$ cat src/rtl/prog_clk_div.sv
// Multi-channel programmable clock divider: per-channel down-counters with
// runtime-loadable divisors, producing toggle (square wave) or pulse outputs.
module prog_clk_div #(
  parameter int WIDTH       = 8,
  parameter int CHANNELS    = 2,
  parameter int DEFAULT_DIV = 50,
  localparam int CH_W       = (CHANNELS > 1) ? $clog2(CHANNELS) : 1
) (
  input  logic                      clk,
  input  logic                      rst,
  input  logic [CHANNELS-1:0]       en,
  input  logic [CHANNELS-1:0]       mode,
  input  logic                      restart,
  input  logic                      load,
  input  logic [CH_W-1:0]           load_ch,
  input  logic [WIDTH-1:0]          load_val,
  output logic [CHANNELS-1:0]       f_out,
  output logic [CHANNELS-1:0]       tick,
  output logic                      load_err,
  output logic [CHANNELS*WIDTH-1:0] cnt_out
);

  localparam logic [WIDTH-1:0] DEF_DIV = WIDTH'(DEFAULT_DIV);
  localparam logic [WIDTH-1:0] ONE     = WIDTH'(1);

  logic [WIDTH-1:0] div [CHANNELS];
  logic [WIDTH-1:0] cnt [CHANNELS];
  logic             load_ok;

  // A zero divisor would stall the counter; out-of-range channels have no storage.
  assign load_ok = (load_val != '0) && (int'(load_ch) < CHANNELS);

  for (genvar g = 0; g < CHANNELS; g++) begin : g_cnt_out
    assign cnt_out[g*WIDTH +: WIDTH] = cnt[g];
  end

  // NOTE: all state here is updated with non-blocking assignments, so a
  // terminal-count reload reads the divisor value from before any same-edge load.
  always_ff @(posedge clk or negedge rst) begin
    if (!rst) begin
      // NOTE: the divisor array is reset too, because the counters reload from it
      // and must start from DEFAULT_DIV rather than from an unknown value.
      for (int i = 0; i < CHANNELS; i++) begin
        div[i] <= DEF_DIV;
        cnt[i] <= DEF_DIV;
      end
      f_out    <= '0;
      tick     <= '0;
      load_err <= 1'b0;
    end else begin
      load_err <= load && !load_ok;
      if (load && load_ok) begin
        div[load_ch] <= load_val;
      end

      for (int i = 0; i < CHANNELS; i++) begin
        if (restart) begin
          cnt[i]   <= div[i];
          f_out[i] <= 1'b0;
          tick[i]  <= 1'b0;
        end else if (en[i]) begin
          if (cnt[i] == ONE) begin
            cnt[i]   <= div[i];
            tick[i]  <= 1'b1;
            f_out[i] <= mode[i] ? 1'b1 : ~f_out[i];
          end else begin
            cnt[i]  <= cnt[i] - ONE;
            tick[i] <= 1'b0;
            if (mode[i]) f_out[i] <= 1'b0;
          end
        end else begin
          // Paused: count and square wave hold, pulse output stays low.
          tick[i] <= 1'b0;
          if (mode[i]) f_out[i] <= 1'b0;
        end
      end
    end
  end

endmodule

$ cat config.mk
export PLATFORM = sky130hd
export DESIGN_NAME = prog_clk_div
export DESIGN_NICKNAME = d
export VERILOG_FILES = /design/src/rtl/prog_clk_div.sv
export SDC_FILE = /design/constraint.sdc
export NUM_CORES = 1
export LEC_CHECK = 0
export BUFFER_PORTS_ARGS = -buffer_cell sky130_fd_sc_hd__buf_2
export CAP_MARGIN = 10
export CORE_UTILIZATION = 45
export CTS_CLUSTER_SIZE = 30
export DETAILED_ROUTE_END_ITERATION = 8
export HOLD_SLACK_MARGIN = 0.06
export PLACE_DENSITY_LB_ADDON = 0.15
export SLEW_MARGIN = 20
export SYNTH_ARGS = -nofsm -noshare
export SYNTH_HDL_FRONTEND = slang
export SYNTH_SLANG_ARGS = --single-unit
$ cat constraint.sdc
create_clock -name clk -period 2.1 [get_ports clk]
set_input_delay 0.21 -clock clk [delete_from_list [all_inputs] [get_ports clk]]
set_output_delay 0.21 -clock clk [all_outputs]
set_load 0.1 [all_outputs]
== Word-level counts from Yosys, hierarchy flattened ==
Cells that the tools add are included.
Widths: inputs -> output; s select.

* Register bits after elaboration: 37
* Input bits: 17

* Add/sub/neg operators: 2
* $lt $le $gt $ge: 2
* Equality and inequality tests: 2
* Mux-type cells: 25
* Bitwise gates (word level): 3
* Reductions and logical operators: 7

{| class="wikitable"
|+ Operators by type and width
! kind !! count
|-
| $mux 8 || 7
|-
| $bwmux 16 || 1
|-
| $eq 8x1->1 const B || 2
|-
| $mux 1 || 16
|-
| $sub 8x1->8 const B || 2
|-
| $demux 8 s1 || 1
|-
| $reduce_bool 8->1 || 1
|-
| $reduce_bool 2->1 || 2
|-
| $logic_and 1x1->1 || 3
|-
| $ge 2x2->1 const B || 1
|-
| $lt 2x1->1 const B || 1
|-
| $not 1->1 || 2
|-
| $not 1->2 || 1
|-
| $logic_not 1->1 || 1
|}

== Longest topological paths before layout ==
Gate-level depths: netlist of the first run.

* Word-level depth: 6
* Gate-level depth with buffers: 6
* Depth with buffers taken out: 6

== Worst setup path after synthesis of the first run ==
OpenSTA, ideal clock, no wires.

* Kind: register to register
* From: register cnt, in the netlist cnt_out[8]
* To: register f_out[1]
* Setup time: 0.132 ns
* Arrival time: 2.302 ns
* Required time: 1.968 ns
* Slack: -0.334 ns
* Cell stages (with the launch flop): 6
* Buffers on the path: 0
* Clock period less this slack: 2.434 ns
* Path through: dfrtp_1 ha_1 or2b_2 or4_4 xnor2_1 nor2_1

* Cells in the longest elaborated chain, start to end: 4

{| class="wikitable"
|+ RTL lines
! what !! line !! RTL
|-
| start: declaration || 27 || <nowiki>logic [WIDTH-1:0] cnt [CHANNELS];</nowiki>
|-
| start signal: indexed assignment || 58 || <nowiki>cnt[i] <= div[i];</nowiki>
|-
| start signal: indexed assignment || 63 || <nowiki>cnt[i] <= div[i];</nowiki>
|-
| start signal: indexed assignment || 67 || <nowiki>cnt[i] <= cnt[i] - ONE;</nowiki>
|-
| $eq 8x1->1 || 62 || <nowiki>if (cnt[i] == ONE) begin</nowiki>
|-
| $mux 1 || 62 ||
|-
| $mux 1 || 61 || <nowiki>end else if (en[i]) begin</nowiki>
|-
| $mux 1 || 57 || <nowiki>if (restart) begin</nowiki>
|-
| end signal: indexed assignment || 65 || <nowiki>f_out[i] <= mode[i] ? 1'b1 : ~f_out[i];</nowiki>
|-
| end: declaration || 17 || <nowiki>output logic [CHANNELS-1:0] f_out,</nowiki>
|}

No other way between the ends.
A chain may end at the register's enable or synchronous reset.

== Final worst setup path of the first run ==
* From: register cnt, in the netlist cnt_out[1]
* To: register cnt, in the netlist cnt_out[2]

* Cells in the longest elaborated chain, start to end: 4
* Elaborated cells on any way between the ends: 5
* Those cells by class: add/sub (1); eq/ne (1); mux (3)

{| class="wikitable"
|+ RTL lines
! what !! line
|-
| $sub 8x1->8 / $eq 8x1->1 (equally long branches) || 67, 62
|-
| $mux 8 (*) || 62
|-
| $mux 8 (*) || 61
|-
| $mux 8 (*) || 57
|}

Mark *: on every way between the ends. The rest lies on a longest branch, timed or not. The select of a mux whose other input is x is not followed.

==> qor.csv, run 1 <==
metric,value,unit
max_freq,530,MHz
p_sw_frac,0.435,
p_switching,1.02,mW
ys_seq_area_frac,0.485,
critical_path.max_fanout,8,
end_kind,register,
start_util,0.478,
r2r_setup_slack,210,ps
cts-resized-gates,0,
timing.rr.start,cnt_out[1],
pin_count,38,
holdCritStartpoint,load,
yosysWarnings,0,
fin_setup_tns,0,ps
synth_fp_nets,197,
clk_latency,280,ps
drc_errors,0,
status,"finished, final reports clean",
synthCells,176,
slowest_delay,630,ps
dr.pass1.iters,4,
via_per_inst,5.70,
leakagePower,0.989,nW
p_per_area,1030,nW/um2
syn_to_final_growth,18.3,%
coreArea,4060,um2
cts_tree,built,
hold_viol,0,
internal_power,1.33,mW
fin_nets,240,
postCtsSetupRepairBufs,0,
required,2270,ps
ys_types,49,
pwr-share-seq,0.418,
postRouteAntennaNets,0,
most-common-layout-cells,"buf_2, dfrtp_1, mux2_2",
grt_remaining_overflow,0,
arrival,2060,ps
fin_worst_skew,7.35,ps
clkSinkCount,37,
grt_max_degree,38,
combPwrFrac,0.364,
grt_pass1_vias,1506,
syn_area,1940,um2
synth_edf_count,0,
fp.dieH,67.7,um
drt-total-wl,4330,um
worstHoldEndpoint,load_err,
max_slew_margin,0.472,
finalSetupViolations,0,
yosys_most_used_dff,dfrtp_1,
reg2reg_depth,6,
syn_area_per_cell,11.0,um2
grt_usage,0.223,
slowest_stage,dfstp_4,
hold_depth,3,
hp-class,input port to register,
numCtsBuffers,5,
cts_hold_buf,1,
num_rows,23,
period_needed,1890,ps
clk_path_buf_depth,2,
dp_hpwl,3190,um
tightest_slew,792,ps
maxCapViolCount,0,
ys_seq_elements,37,
io_buffers,37,
layout_commonest_cell,buf_2,
grt_pass1_wl,7340,um
drtIter0Drc,122,
drive_gt1_frac,0.423,
cp_cell_sequence,"inv_1, ha_1, nor3b_2, a21oi_2, a21oi_1, o2bb2a_1",
vdd.ir_drop.worst,461,uV
r2r_end,cnt_out[2],
die_x,67.7,um
drv_slew,0,
vias,1539,
clkPwrFrac,0.218,
detail_route.wl_per_cell,16.0,um
antenna_found_initial,0,
die_area,4580,um2
path_class,register to register,
htreeDepth,2,
clk_pin_slew,80,ps
place_congestion,0.853,
critPathLaunchType,register,
n_antenna_cell,0,
rsz0062_at_grt,false,
clockRootBuffer,clkbuf_8,
finalCritPeriodShare,0.898,
post-route-util,0.566,
async_flop_share,1.00,
==> power by group through the flow <==
stage               clock [mW]  sequential (mW)  combinational, mW
floorplan                    0             1.41              0.261
global placement             0            0.986              0.845
detailed placement           0            0.996              0.855
CTS                      0.534            0.984              0.861
global route             0.568             1.00              0.909
finish                   0.513            0.987              0.858
==> layer usage <==
| metal | part of all wire | vias to the layer above | GRT usage |
|---|---|---|---|
| met2 | 0.49 | 37 | 0.340 |
| met5 | 0 | - | 0 |
| met4 | 0.0058 | 0 | 0.0904 |
| li1 | - | 738 | - |
| met1 | 0.46 | 762 | 0.299 |
| met3 | 0.041 | 2 | 0.0557 |
==> how the worst max path moves through the flow <==
stage / startpoint / end / slack (ps) / depth (start not counted)
detailed placement: cnt_out[1] / cnt_out[2] / 240 / 6
global placement: cnt_out[9] / cnt_out[11] / 280 / 6
global route: cnt_out[1] / cnt_out[4] / 60 / 6
finish: cnt_out[1] / cnt_out[2] / 210 / 6
floorplan: cnt_out[15] / f_out[1] / 10 / 4
CTS: cnt_out[1] / cnt_out[2] / 220 / 6
==> metrics by stage <==
stage | worst slack [ps] | hold WS [ps] | instance area [um2] | std cells | power [mW]
final | 214 | 186 | 2300 | 270 | 2.36
after floorplan | 12.5 | -85.6 | 1960 | 176 | 1.67
after global routing | 62.2 | 165 | 2300 | 270 | 2.48
after detailed placement | 240 | 354 | 2190 | 261 | 1.85
after global placement | 277 | 346 | 2190 | 261 | 1.83
after CTS | 225 | 171 | 2300 | 270 | 2.38
==> critical path, delay by kind of cell, from the launching register on <==
kind	cells	cell delay, ps
flip-flops	1	630
adder cells (fa/ha/maj)	1	170
buffers and inverters	1	60
AND/OR/NAND/NOR	1	210
AO/OA/AOI/OAI	3	700
==> layout make-up <==
cell class              instances  area [um2]
fillers                       355        1760
flip-flops and latches         37         952
multi-input cells             124         940
repair buffers                 39         203
clock buffers                   7        86.3
well taps                      50        62.6
inverters                      12        45.0
clock inverters                 1        7.51
==> kinds of logic after synthesis <==
group	count (synthesis)	synth area share
AOI/OAI and AO/OA	37	0.142
xor gates and xnor gates	2	0.00903
adders and majority gates	4	0.0258
buffers and inverters	15	0.0329
DFF	37	0.485
muxes	19	0.108
and+or+nand+nor	62	0.197
==> registers in the layout, summed over array words and instances (netlist names) <==
signal and flops:
load_err 1, f_out 2, div 16, tick 2
cnt_out 16
==> cells in the mapped netlist (all sizes together), types with 2 or more instances <==
| library cell | number | share of area |
|---|---|---|
| dfstp | 12 | 0.16 |
| nor4 | 6 | 0.027 |
| a211oi | 3 | 0.014 |
| mux2 | 16 | 0.093 |
| or2 | 3 | 0.0097 |
| o2bb2ai | 2 | 0.0090 |
| nor2 | 15 | 0.029 |
| a221oi | 2 | 0.0090 |
| xnor2 | 2 | 0.0090 |
| a221o | 3 | 0.017 |
| nand3 | 8 | 0.021 |
| a21oi | 8 | 0.021 |
| nor3 | 6 | 0.021 |
| nor4b | 3 | 0.014 |
| mux2i | 3 | 0.015 |
| clkbuf | 2 | 0.0039 |
| dfrtp | 25 | 0.32 |
| a31oi | 2 | 0.0064 |
| o21ai | 6 | 0.015 |
| inv | 11 | 0.021 |
| nand2b | 3 | 0.0097 |
| nand2 | 8 | 0.019 |
| ha | 4 | 0.026 |
| o2bb2a | 3 | 0.015 |
| or3b | 2 | 0.0090 |
Power figures use the tool's default switching activity.
==> run 2, diff against run 1 <==
PLACE_DENSITY_LB_ADDON = 0.3   (was 0.15)
==> qor.csv, run 2 (synthesis gave the netlist of run 1 again) <==
metric,value,unit,change
status,"finished, final reports clean",,
drc_errors,0,,unchanged
finalSetupViolations,0,,unchanged
clkPwrFrac,0.214,,-0.004
fin_worst_skew,6.47,ps,-0.877 ps
rsz0062_at_grt,false,,
p_per_area,1010,nW/um2,-1.7%
grt_pass1_vias,1393,,-7.5%
tightest_slew,709,ps,-83.7 ps
num_rows,23,,unchanged
end_kind,register,,
max_slew_margin,0.527,,+0.0549
path_class,register to register,,
clk_path_buf_depth,2,,unchanged
dp_hpwl,3110,um,-2.7%
maxCapViolCount,0,,unchanged
clkSinkCount,37,,unchanged
start_util,0.478,,unchanged
cp_cell_sequence,"inv_1, ha_1, nor3b_2, a21oi_2, a21oi_1, o2bb2a_1",,
p_total,2.33,mW,-1.2%
grt_remaining_overflow,0,,unchanged
layout_commonest_cell,buf_2,,
detail_route.wl_per_cell,15.1,um,-5.9%
pin_count,38,,unchanged
max_freq,527,MHz,-0.58%
postRouteAntennaNets,0,,unchanged
htreeDepth,2,,unchanged
coreArea,4060,um2,unchanged
antenna_found_initial,0,,unchanged
drtIter0Drc,84,,-31%
drv_slew,0,,unchanged
vias,1538,,-0.065%
numCtsBuffers,5,,unchanged
fp.dieH,67.7,um,unchanged
grt_usage,0.201,,-0.0224
period_needed,1900,ps,+11.1 ps
vdd.ir_drop.worst,399,uV,-13%
io_buffers,37,,unchanged
hold_viol,0,,unchanged
internal_power,1.34,mW,+0.22%
slowest_delay,620,ps,about the same
place_congestion,0.839,,-1.6%
n_antenna_cell,0,,unchanged
syn_to_final_growth,18.9,%,
clk_pin_slew,60,ps,-20 ps
die_area,4580,um2,unchanged
clk_latency,290,ps,about the same
most-common-layout-cells,"buf_2, dfrtp_1, mux2_2",,
critical_path.max_fanout,8,,unchanged
required,2260,ps,about the same
hp-class,input port to register,,
drt-total-wl,4110,um,-5.2%
cts_tree,built,,
leakagePower,0.999,nW,+1.1%
drive_gt1_frac,0.423,,+0.000696
grt_pass1_wl,6650,um,-9.4%
finalCritPeriodShare,0.903,,+0.00528
postCtsSetupRepairBufs,0,,unchanged
dr.pass1.iters,4,,unchanged
critPathLaunchType,register,,
pwr-share-seq,0.420,,+0.002
arrival,2060,ps,about the same
via_per_inst,5.65,,-0.80%
p_sw_frac,0.427,,-0.00811
dpl.cell_count,263,,+0.77%
combPwrFrac,0.365,,about the same
clockRootBuffer,clkbuf_8,,
final_cells,272,,+0.74%
p_switching,0.994,mW,-3.0%
fin_nets,242,,+0.83%
die_x,67.7,um,unchanged
slowest_stage,dfstp_4,,
grt_max_degree,26,,-32%
fin_setup_tns,0,ps,unchanged
[run 2: cell types whose count changed in the layout (fill, tap and decap cells not counted), sizes merged]
cell,previous run,this run
buf,38,40
clkbuf,7,8
clkinvlp,1,0
[run 2: per-layer routing]
| layer | vias up | global-route usage | routed length, um |
|---|---|---|---|
| li1 | 736 | - | - |
| met1 | 756 | 0.281 | 1970 |
| met2 | 44 | 0.291 | 1880 |
| met3 | 2 | 0.0524 | 216 |
| met4 | 0 | 0.0798 | 33 |
| met5 | - | 0 | 0 |
[run 2: final timing paths]
path	from	end	slack, ps	cells past startpoint
max	cnt_out[1]	cnt_out[2]	200	6
min	load	load_err	180	3
max reg2reg	cnt_out[1]	cnt_out[2]	200	6
min reg2reg	div[4]	cnt_out[12]	460	2
max in group asynchronous	rst	div[13]	1020	3
min in group asynchronous	rst	cnt_out[14]	430	2
[run 2: cell type report]
cell class | count | area (um2)
Tap cell | 50 | 62.6
Clock buffer | 8 | 90.1
Fill cell | 376 | 1750
Timing Repair Buffer | 41 | 218
Sequential cell | 37 | 952
Inverter | 12 | 45.0
Multi-Input combinational cell | 124 | 940
[run 2: worst max-delay path, delay by kind of cell (launching register included)]
kind	cells	cell delay [ps]
AOI/OAI and AO/OA	3	730
adders and majority gates	1	170
buffers and inverters	1	50
DFF	1	620
and+or+nand+nor	1	200
[run 2: per-stage QoR]
stage                     hold slack, ps   util  setup slack (ps)  instance area (um2)
after global routing                 198  0.569               102                 2310
after floorplan                    -85.6      -              12.5                 1960
after global placement               222  0.544               273                 2210
after detailed placement             225  0.544               228                 2210
after CTS                            171  0.569               211                 2310
final                                183  0.569               203                 2310
[run 2: what timing repair did]
action	4_1_cts	5_1_grt
hold buffers	1	0
endpoints found under the hold margin	16	0
gates resized for setup	0	0
[run 2: power by group through the flow]
stage	Sequential [mW]	Combinational, mW	Clock, mW
2_1_floorplan	1.41	0.261	0
3_3_place_gp	0.987	0.846	0
3_5_place_dp	0.992	0.854	0
4_1_cts	0.979	0.857	0.519
5_1_grt	0.999	0.905	0.545
6_report	0.979	0.851	0.499
==> run 3, diff against run 2 <==
BUFFER_PORTS_ARGS = unset   (was -buffer_cell sky130_fd_sc_hd__buf_2)
DONT_BUFFER_PORTS = 1   (was unset)
==> qor.csv, run 3 (synthesis gave the netlist of run 1 again) <==
metric,value,unit,change
fin_nets,226,,-6.6%
finalSetupViolations,0,,unchanged
grt_busiest_layer,met2,,
clk_path_buf_depth,2,,unchanged
slowest_delay,620,ps,about the same
slowest_stage,dfstp_4,,
cts_tree,built,,
die_area,4580,um2,unchanged
io_buffers,0,,-100%
critical_path.max_fanout,8,,unchanged
die_x,67.7,um,unchanged
leakagePower,0.953,nW,-4.6%
clk_latency,280,ps,about the same
coreArea,4060,um2,unchanged
n_antenna_cell,0,,unchanged
clkSinkCount,37,,unchanged
hold_viol,0,,unchanged
finalCritPeriodShare,0.906,,+0.00282
end_kind,register,,
start_util,0.478,,unchanged
postRouteAntennaNets,0,,unchanged
dp_slack,226,ps,-2.57 ps
p_sw_frac,0.425,,-0.00182
clkPwrFrac,0.216,,+0.002
tightest_slew,667,ps,-41.6 ps
p_switching,1.01,mW,+1.3%
dr.pass1.iters,4,,unchanged
max_freq,526,MHz,-0.31%
pin_count,38,,unchanged
drive_gt1_frac,0.369,,-0.0545
p_per_area,1030,nW/um2,+2.2%
htreeDepth,2,,unchanged
place_congestion,0.893,,+6.4%
post-route-util,0.566,,-0.00247
dp_hpwl,3190,um,+2.8%
hp-class,input port to register,,
maxCapViolCount,0,,unchanged
drc_errors,0,,unchanged
grt_pass1_vias,1564,,+12%
antenna_found_initial,0,,unchanged
grt_remaining_overflow,0,,unchanged
numCtsBuffers,5,,unchanged
fp.dieH,67.7,um,unchanged
cp_cell_sequence,"inv_1, ha_1, nor3b_2, a21oi_2, a21oi_1, o2bb2a_1",,
rsz0062_at_grt,false,,
path_class,register to register,,
grt_pass1_wl,7100,um,+6.8%
num_rows,23,,unchanged
grt_usage,0.217,,+0.0162
clockRootBuffer,clkbuf_8,,
cts-resized-gates,0,,unchanged
drtIter0Drc,102,,+21%
combPwrFrac,0.376,,+0.011
setup_ws,197,ps,-5.92 ps
arrival,2070,ps,about the same
vias,1543,,+0.33%
detail_route.wl_per_cell,17.3,um,+15%
drv_slew,0,,unchanged
period_needed,1900,ps,+5.92 ps
grt_max_degree,38,,+46%
use_met1,0.274,,-0.00781
final_cells,256,,-5.9%
required,2270,ps,about the same
grt.met3_usage,0.0794,,+0.0270
pwr-share-seq,0.409,,-0.011
via_per_inst,6.03,,+6.6%
internal_power,1.36,mW,+2.1%
dpl.cell_count,244,,-7.2%
drt-total-wl,4440,um,+8.1%
status,"finished, final reports clean",,
max_slew_margin,0.554,,+0.0278
most-common-layout-cells,"dfrtp_1, buf_4, mux2_2",,
vdd.ir_drop.worst,479,uV,+20%
critPathBufInv,1,,unchanged
fin_setup_tns,0,ps,unchanged
clk_pin_slew,70,ps,about the same
fin_worst_skew,4.73,ps,-1.74 ps
path_delay_family,compound AO/OA/AOI/OAI gates,,
critPathLaunchType,register,,
met2_usage,0.323,,+0.0322
syn_to_final_growth,18.4,%,
==> run 3: cell count changes in the layout (fill, tap and decap cells not counted) <==
cell	before	now
buf_12	0	1
buf_2	37	0
buf_4	3	21
dlygate4sd3_1	1	3
==> run 3: per-layer routing <==
| metal | up-vias | part of all wire | wire length [um] |
|---|---|---|---|
| met5 | - | 0 | 0 |
| met4 | 0 | 0.020 | 88 |
| met3 | 13 | 0.070 | 309 |
| met2 | 58 | 0.47 | 2080 |
| met1 | 765 | 0.44 | 1960 |
| li1 | 707 | - | - |
==> run 3: cell type report <==
cell class                      instances  area (um2)
Clock buffer                            8        90.1
Fill cell                             337        1760
Inverter                               12        45.0
Multi-Input combinational cell        124         940
Sequential cell                        37         952
Tap cell                               50        62.6
Timing Repair Buffer                   25         208
==> run 3: worst paths after layout <==
path	from	to	slack, ps	depth (start not counted)
worst max-delay path	cnt_out[1]	cnt_out[2]	200	6
worst min-delay path	load_val[7]	div[7]	70	1
worst max register to register	cnt_out[1]	cnt_out[2]	200	6
worst min register to register	div[4]	cnt_out[12]	460	2
max in group asynchronous	rst	div[4]	1450	2
min in group asynchronous	rst	cnt_out[7]	390	2
==> run 3: repair_timing <==
item,CTS,global route
hold buffers,3,1
setup buffers,0,0
hold endpoints to repair,44,1
==> run 3: power groups by stage <==
stage | Sequential, mW | Combinational (mW) | Clock, mW
3_5_place_dp | 0.979 | 0.866 | 0
2_1_floorplan | 1.41 | 0.261 | 0
5_1_grt | 0.984 | 0.940 | 0.555
4_1_cts | 0.966 | 0.892 | 0.522
6_report | 0.969 | 0.890 | 0.511
3_3_place_gp | 0.972 | 0.848 | 0
==> run 3: through the flow <==
step           power, mW  cell area (um2)  hold slack, ps
6_report            2.37             2300            69.1
5_1_grt             2.48             2300            60.4
4_1_cts             2.38             2290            62.2
3_5_place_dp        1.84             2160           -84.7
3_3_place_gp        1.82             2160           -84.4
2_1_floorplan       1.67             1960           -85.6
